<file path="config.mk">
export PLATFORM = sky130hd
export DESIGN_NAME = neuron_host_loader_flat
export DESIGN_NICKNAME = d
export VERILOG_FILES = /design/src/rtl/neuron_host_loader_pkg.sv /design/src/rtl/neuron_host_loader_if.sv /design/src/rtl/neuron_host_loader_pacer.sv /design/src/rtl/neuron_host_loader.sv /design/src/flat_wrapper.sv
export SDC_FILE = /design/constraint.sdc
export NUM_CORES = 1
export LEC_CHECK = 0
export ABC_AREA = 0
export CORE_ASPECT_RATIO = 1.2
export CORE_UTILIZATION = 30
export DETAILED_ROUTE_END_ITERATION = 12
export MAX_ROUTING_LAYER = met4
export PLACE_DENSITY = 0.54
export SLEW_MARGIN = 40
export SYNTH_ARGS = -nofsm -noshare
export SYNTH_HDL_FRONTEND = slang
export SYNTH_SLANG_ARGS = --single-unit
</file>
<file path="constraint.sdc">
create_clock -name clk -period 3 [get_ports clk]
set_input_delay 0.6 -clock clk [delete_from_list [all_inputs] [get_ports clk]]
set_output_delay 0.6 -clock clk [all_outputs]
set_load 0.005 [all_outputs]
</file>
<file path="src/rtl/neuron_host_loader_pkg.sv">
// Shared types and constants for the neuron host loader.
package neuro_pkg;
  typedef enum logic [2:0] {IDLE, SEND_CNT, SEND_BEGIN, LOAD, RUN, READ, FINISH} state_t;
  localparam logic [63:0] BEGIN_WR         = '1;
  localparam int          WORDS_PER_NEURON = 4;
  localparam int          HDR_DLY          = 2;
endpackage

</file>
<file path="src/rtl/neuron_host_loader_if.sv">
// Host config stream, chip data bus and readout stream of the loader.
interface neuron_host_loader_if #(
  parameter int FP_DATA_WIDTH = 16
);
  logic                     cfg_valid;
  logic                     cfg_ready;
  logic [FP_DATA_WIDTH-1:0] cfg_data;
  logic [FP_DATA_WIDTH-1:0] ins;
  logic                     rd;
  logic [FP_DATA_WIDTH-1:0] outs;
  logic                     readDone;
  logic                     res_valid;
  logic [FP_DATA_WIDTH-1:0] res_data;
  logic                     res_last;

  modport slave (
    input  cfg_valid, cfg_data, outs, readDone,
    output cfg_ready, ins, rd, res_valid, res_data, res_last
  );
  modport master (
    output cfg_valid, cfg_data, outs, readDone,
    input  cfg_ready, ins, rd, res_valid, res_data, res_last
  );
endinterface

</file>
<file path="src/rtl/neuron_host_loader_pacer.sv">
// Per-word hold counter; freezes on its last hold cycle until a new word is taken.
module loader_pacer #(
  parameter int WORD_HOLD = 2
) (
  input  logic clk,
  input  logic reset_l,
  input  logic arm,
  input  logic take,
  output logic at_last,
  output logic at_last_n
);
  localparam int HW = (WORD_HOLD > 1) ? $clog2(WORD_HOLD) : 1;
  localparam logic [HW-1:0] LAST = HW'(WORD_HOLD - 1);

  logic [HW-1:0] h, h_n;

  // arm parks the counter on LAST so the first word is due immediately
  always_comb begin
    h_n = h;
    if (arm)            h_n = LAST;
    else if (take)      h_n = '0;
    else if (h != LAST) h_n = h + 1'b1;
  end

  always_ff @(posedge clk) begin
    if (!reset_l) h <= '0;
    else          h <= h_n;
  end

  assign at_last   = (h == LAST);
  assign at_last_n = (h_n == LAST);
endmodule

</file>
<file path="src/rtl/neuron_host_loader.sv">
// Sequences count/begin/config words onto the chip bus, waits the anneal, streams readout back.
// Optional READ timeout when NEURON_LOADER_TIMEOUT_EN is defined.
module neuron_host_loader
  import neuro_pkg::*;
#(
  parameter int FP_DATA_WIDTH   = 16,
  parameter int NEURON_ID_WIDTH = 8,
  parameter int WORD_HOLD       = 2,
  parameter int RUN_CNT_WIDTH   = 24
) (
  input  logic                       clk,
  input  logic                       reset_l,
  input  logic                       start,
  input  logic [NEURON_ID_WIDTH-1:0] num_neurons,
  input  logic [RUN_CNT_WIDTH-1:0]   run_cycles,
  neuron_host_loader_if.slave        bus,
  output logic                       busy,
  output logic                       done,
  output logic                       err
);
  localparam int WCW = NEURON_ID_WIDTH + 2;
`ifdef NEURON_LOADER_TIMEOUT_EN
  localparam int RDW = 16;
`else
  localparam int RDW = 2;
`endif

  state_t state, state_n;
  logic [NEURON_ID_WIDTH-1:0] n_q, n_n;
  logic [RUN_CNT_WIDTH-1:0]   run_q, run_n;
  logic [WCW-1:0]             wcnt_q, wcnt_n, total;
  logic [RDW-1:0]             rdc_q, rdc_n;
  logic [FP_DATA_WIDTH-1:0]   ins_q, ins_n, rdat_q, rdat_n;
  logic snd_q, snd_n, rd_q, rd_n, rdy_q, rdy_n, rval_q, rval_n, rlast_q, rlast_n;
  logic busy_q, busy_n, done_q, done_n, err_q, err_n;
  logic loading, take, hold_last, hold_last_n, capture;

  assign loading = (state == SEND_BEGIN) || (state == LOAD);
  assign take    = rdy_q & bus.cfg_valid;
  assign total   = WCW'(WORDS_PER_NEURON) * WCW'(n_q);
  assign capture = (rdc_q >= RDW'(HDR_DLY));

  loader_pacer #(.WORD_HOLD(WORD_HOLD)) u_pacer (
    .clk       (clk),
    .reset_l   (reset_l),
    .arm       (!loading),
    .take      (take),
    .at_last   (hold_last),
    .at_last_n (hold_last_n)
  );

  always_ff @(posedge clk) begin
    if (!reset_l) state <= IDLE;
    else          state <= state_n;
  end

  always_comb begin
    state_n = state;
    n_n     = n_q;
    run_n   = run_q;
    wcnt_n  = wcnt_q;
    snd_n   = snd_q;
    rdc_n   = rdc_q;
    ins_n   = ins_q;
    rdat_n  = rdat_q;
    err_n   = err_q;
    rd_n    = 1'b0;
    rval_n  = 1'b0;
    rlast_n = 1'b0;
    done_n  = 1'b0;
    case (state)
      IDLE: begin
        ins_n = '0;
        if (start && (num_neurons != '0)) begin
          state_n = SEND_CNT;
          n_n     = num_neurons;
          run_n   = run_cycles;
          wcnt_n  = '0;
          snd_n   = 1'b0;
          ins_n   = FP_DATA_WIDTH'(num_neurons);
        end
      end
      SEND_CNT: begin
        snd_n = 1'b1;
        if (snd_q) begin
          state_n = SEND_BEGIN;
          ins_n   = BEGIN_WR[FP_DATA_WIDTH-1:0];
        end
      end
      SEND_BEGIN, LOAD: begin
        if (take) begin
          ins_n  = bus.cfg_data;
          wcnt_n = wcnt_q + 1'b1;
        end
        // a due word with no data is an underrun; ins and the pacer just hold
        if (rdy_q && !bus.cfg_valid) err_n = 1'b1;
        if (state == SEND_BEGIN) state_n = LOAD;
        else if ((wcnt_q == total) && hold_last) begin
          state_n = RUN;
          ins_n   = '0;
        end
      end
      RUN: begin
        if (run_q <= RUN_CNT_WIDTH'(1)) begin
          state_n = READ;
          rd_n    = 1'b1;
          rdc_n   = '0;
        end else begin
          run_n = run_q - 1'b1;
        end
      end
      READ: begin
        rd_n  = 1'b1;
        rdc_n = (&rdc_q) ? rdc_q : rdc_q + 1'b1;
        if (capture) begin
          rval_n  = 1'b1;
          rdat_n  = bus.outs;
          rlast_n = bus.readDone;
        end
        if (capture && bus.readDone) begin
          rd_n    = 1'b0;
          done_n  = 1'b1;
          state_n = FINISH;
        end
`ifdef NEURON_LOADER_TIMEOUT_EN
        else if (rdc_q == 16'hFFFE) begin
          rd_n    = 1'b0;
          done_n  = 1'b1;
          err_n   = 1'b1;
          state_n = FINISH;
        end
`endif
      end
      FINISH:  state_n = IDLE;
      default: state_n = IDLE;
    endcase
    rdy_n  = ((state_n == SEND_BEGIN) || (state_n == LOAD)) && hold_last_n && (wcnt_n < total);
    busy_n = (state_n != IDLE);
  end

  always_ff @(posedge clk) begin
    if (!reset_l) begin
      n_q <= '0; run_q <= '0; wcnt_q <= '0; snd_q <= 1'b0; rdc_q <= '0;
      ins_q <= '0; rdat_q <= '0; rd_q <= 1'b0; rdy_q <= 1'b0; rval_q <= 1'b0;
      rlast_q <= 1'b0; busy_q <= 1'b0; done_q <= 1'b0; err_q <= 1'b0;
    end else begin
      n_q <= n_n; run_q <= run_n; wcnt_q <= wcnt_n; snd_q <= snd_n; rdc_q <= rdc_n;
      ins_q <= ins_n; rdat_q <= rdat_n; rd_q <= rd_n; rdy_q <= rdy_n; rval_q <= rval_n;
      rlast_q <= rlast_n; busy_q <= busy_n; done_q <= done_n; err_q <= err_n;
    end
  end

  assign bus.ins       = ins_q;
  assign bus.rd        = rd_q;
  assign bus.cfg_ready = rdy_q;
  assign bus.res_valid = rval_q;
  assign bus.res_data  = rdat_q;
  assign bus.res_last  = rlast_q;
  assign busy          = busy_q;
  assign done          = done_q;
  assign err           = err_q;
endmodule

</file>
<file path="src/flat_wrapper.sv">
// flat-port wrapper written by rule: the top's interface ports become plain ports
module neuron_host_loader_flat import neuro_pkg::*;
#(
  parameter int FP_DATA_WIDTH   = 16,
  parameter int NEURON_ID_WIDTH = 8,
  parameter int WORD_HOLD       = 2,
  parameter int RUN_CNT_WIDTH   = 24
)
  (clk, reset_l, start, num_neurons, run_cycles, busy, done, err, bus_cfg_valid, bus_cfg_data, bus_outs, bus_readDone, bus_cfg_ready, bus_ins, bus_rd, bus_res_valid, bus_res_data, bus_res_last);
  neuron_host_loader_if #(.FP_DATA_WIDTH(FP_DATA_WIDTH)) bus_i ();
  input  logic clk;
  input  logic reset_l;
  input  logic start;
  input  logic [NEURON_ID_WIDTH-1:0] num_neurons;
  input  logic [RUN_CNT_WIDTH-1:0] run_cycles;
  output logic busy;
  output logic done;
  output logic err;
  input wire logic [$bits(bus_i.cfg_valid)-1:0] bus_cfg_valid;
  input wire logic [$bits(bus_i.cfg_data)-1:0] bus_cfg_data;
  input wire logic [$bits(bus_i.outs)-1:0] bus_outs;
  input wire logic [$bits(bus_i.readDone)-1:0] bus_readDone;
  output wire logic [$bits(bus_i.cfg_ready)-1:0] bus_cfg_ready;
  output wire logic [$bits(bus_i.ins)-1:0] bus_ins;
  output wire logic [$bits(bus_i.rd)-1:0] bus_rd;
  output wire logic [$bits(bus_i.res_valid)-1:0] bus_res_valid;
  output wire logic [$bits(bus_i.res_data)-1:0] bus_res_data;
  output wire logic [$bits(bus_i.res_last)-1:0] bus_res_last;
  assign bus_i.cfg_valid = bus_cfg_valid;
  assign bus_i.cfg_data = bus_cfg_data;
  assign bus_i.outs = bus_outs;
  assign bus_i.readDone = bus_readDone;
  assign bus_cfg_ready = bus_i.cfg_ready;
  assign bus_ins = bus_i.ins;
  assign bus_rd = bus_i.rd;
  assign bus_res_valid = bus_i.res_valid;
  assign bus_res_data = bus_i.res_data;
  assign bus_res_last = bus_i.res_last;
  neuron_host_loader #(.FP_DATA_WIDTH(FP_DATA_WIDTH), .NEURON_ID_WIDTH(NEURON_ID_WIDTH), .WORD_HOLD(WORD_HOLD), .RUN_CNT_WIDTH(RUN_CNT_WIDTH)) u_core (.clk(clk), .reset_l(reset_l), .start(start), .num_neurons(num_neurons), .run_cycles(run_cycles), .bus(bus_i), .busy(busy), .done(done), .err(err));
endmodule
</file>
==> reports/results.ini <==
[floorplan]
rows=49
die_h_um=140
io_pins=108
dieArea_um2=16300
core_area_um2=15200
start_util_pct=31.1
die_x_um=117

[layout]
fin_nets=805
diodes=0
final_common_cell=nand2_1
layout_common_cells=nand2_1, clkdlybuf4s50_1, dfxtp_1
drive_gt1_share_pct=10.7
syn_to_final_growth_pct=37.5
final_cells=931

[logic_synthesis]
synth_area_um2=4730
synth-seq-cells=88
synth_async_sr_flop_share_pct=0
synth_cell_type_count=66
ys.warnings.count=0
synth_ff_type=dfxtp_1
syn_area_per_cell_um2=7.77
synth.net_count=691
synth_edf_count=0
netlist_instances=609
seq_area_frac_synth_pct=37.2

[worst_hold_path]
hold_class=reg -> reg

[sta]
period_minus_slack_ps=2770
maxSlewHeadroom_pct=55.0
slew_violations=0
timing.final.crit_share_pct=92.3
fmax_mhz=361
hold_slack_ps=452
skew_ps=6.95
final-setup-viol-count=0
tns_ps=0
worstMarginPinSlew_ps=669
rsz0062_at_grt=false
hold_viol=0

[setup_path]
crit_required_ps=3250
start_kind=primary input
crit_family=compound AO/OA/AOI/OAI gates
crit_chain=clkdlybuf4s50_1 > nor4_4 > a21oi_2 > o21bai_1 > buf_4 > a21oi_1 > a21oi_1 > ha_1 > a21oi_1 > nor2b_1 > o21ai_1 > o211ai_1 > nor4bb_1
cp.arrival_ps=3020
cpMostUsedCell=a21oi_1
r2r_setup_slack_ps=470
cp_max_fo=4
worst-path-buf-inv=2
crit_type=in -> reg
crit_path_top_delay_cell=clkdlybuf4s50_1
max_stage_delay_ps=460
crit_path_end_kind=flop

[route]
dr.pass1.iters=4
via_per_inst=5.25
drt_iter0_markers=304
drc=0
postRouteAntennaNets=0
wirelength_um=15100
wl_per_cell_um=16.2
via_count=4887

[clocking]
clkSinkCount=88
clk_latency_ps=350
cts_buffers=9
cts_setup_buffers=0
cts_tree=done
cts_buffer_depth=2
cts_root_buffer=clkbuf_16
h-tree-depth=3
clk_pin_slew_ps=60

[power_and_ir_drop]
swShare_pct=28.8
leakagePower_nw=2.41
cell_internal_pwr_w=0.00223
power_density_nw_per_um2=481
p_sw_w=0.000900
p_seq_share_pct=41.5
clkPwrFrac_pct=36.4
combPwrFrac_pct=22.2
fin_total_pwr_w=0.00313
vdd_ir_drop_max_mv=0.245

[run]
drv_cap=0

[global_route]
track_usage_pct=19.9
grt_max_degree=36
grt_overflow=0
grt_pass1_vias=4847
grt_pass1_wl_um=24400
antenna_found_initial=0

[outcome]
status=completed

[placed_design]
globalplace.congestion=0.862
io_buffers=107
dp.cells=916
dp_hpwl_um=11100

power groups by stage:
| stage | Clock (W) | Sequential (W) | Combinational (W) |
|---|---|---|---|
| finish | 0.00114 | 0.00130 | 0.000694 |
| global route | 0.00121 | 0.00131 | 0.000759 |
| CTS | 0.00117 | 0.00130 | 0.000692 |
| detailed placement | 0 | 0.00132 | 0.000689 |
| global placement | 0 | 0.00132 | 0.000681 |
| floorplan | 0 | 0.00130 | 0.000405 |
registers in the layout, summed over array words and instances (netlist names), 2 cells and up:
register / flops
u_core.rdc_q: 2
u_core.state: 3
u_core.bus.ins: 16
u_core.n_q: 8
u_core.bus.res_data: 16
u_core.wcnt_q: 10
u_core.run_q: 24
stage by stage:
stage	worst slack [ps]	utilization [%]	cell area [um2]
finish	232	42.8	6500
global route	11.3	42.8	6500
CTS	58.9	42.5	6470
detailed placement	-266	40.6	6180
global placement	-227	40.6	6170
floorplan	289	-	4730
kinds of logic after synthesis:
group	count (synthesis)	share of synthesized area, %
AOI/OAI and AO/OA	188	26.2
DFF	88	37.2
buffers and inverters	62	5.61
muxes	2	0.450
xor gates and xnor gates	10	1.85
and+or+nand+nor	246	25.2
adders and majority gates	13	3.44
final timing paths:
check | start | to | cells after the start
hold reg to reg | u_core.bus.res_data[14]$_SDFFE_PN0P_ | u_core.bus.res_data[14]$_SDFFE_PN0P_ | 2
setup reg to reg | u_core.state[2]$_SDFF_PN0_ | u_core.bus.cfg_ready$_SDFF_PN0_ | 9
setup / recovery | num_neurons[0] | u_core.bus.cfg_ready$_SDFF_PN0_ | 13
hold / removal | u_core.bus.res_data[14]$_SDFFE_PN0P_ | u_core.bus.res_data[14]$_SDFFE_PN0P_ | 2
final cells by class:
type,instances,area [um2]
sequential,88,1760
clock buffer,12,246
tap,204,255
inverter,18,67.6
fill,1599,8700
multi-input combinational,459,2760
timing repair buffer,147,1370
clock inverter,3,42.5
synthesized netlist by cell type (all sizes together) (2+ instances only):
library cell | instances | area [um2]
o211a | 2 | 20.0
nand3 | 13 | 65.1
ha | 13 | 163
nor3b | 4 | 35.0
nor4b | 3 | 41.3
clkbuf | 32 | 120
a21oi | 74 | 370
and3 | 6 | 37.5
a2bb2oi | 9 | 78.8
a311o | 2 | 20.0
or2 | 5 | 31.3
nand2 | 110 | 413
nor3 | 14 | 92.6
nor2 | 49 | 184
a31oi | 16 | 106
o211ai | 3 | 22.5
dfxtp | 88 | 1760
a32oi | 3 | 26.3
nand2b | 3 | 18.8
inv | 18 | 67.6
o21ai | 14 | 70.1
o32ai | 9 | 78.8
or3b | 2 | 17.5
o21a | 3 | 22.5
xnor2 | 9 | 78.8
o22ai | 21 | 131
or4 | 6 | 52.6
o31a | 5 | 43.8
o41ai | 3 | 26.3
nor4 | 9 | 56.3
or3 | 3 | 18.8
nor2b | 4 | 25.0
o21bai | 4 | 30.0
o311a | 2 | 20.0
a22oi | 3 | 22.5
a31o | 2 | 26.3
and2 | 4 | 25.0
buf | 12 | 77.6
o31ai | 2 | 15.0
a211oi | 2 | 15.0
nand4 | 8 | 50.1
layer usage:
metal  up-vias  global-route usage [%]  wire length (um)
met5         -                       -                 0
met4         0                    9.33               380
met2       117                    32.5              7590
met3        21                    2.53               570
met1      2314                    24.0              6530
li1       2435                       -                 -
worst min-delay path, stage by stage (launching register included):
cell and delay, ps:
dfxtp_1 310, nand2_1 50, a21oi_1 50
timing repair:
| action | 4_1_cts | 5_1_grt |
|---|---|---|
| endpoints found under the setup margin | 0 | 1 |
| gates resized for setup | 0 | 7 |
| hold buffers | 0 | 0 |
Note: power is estimated with default switching activity, not from simulation.
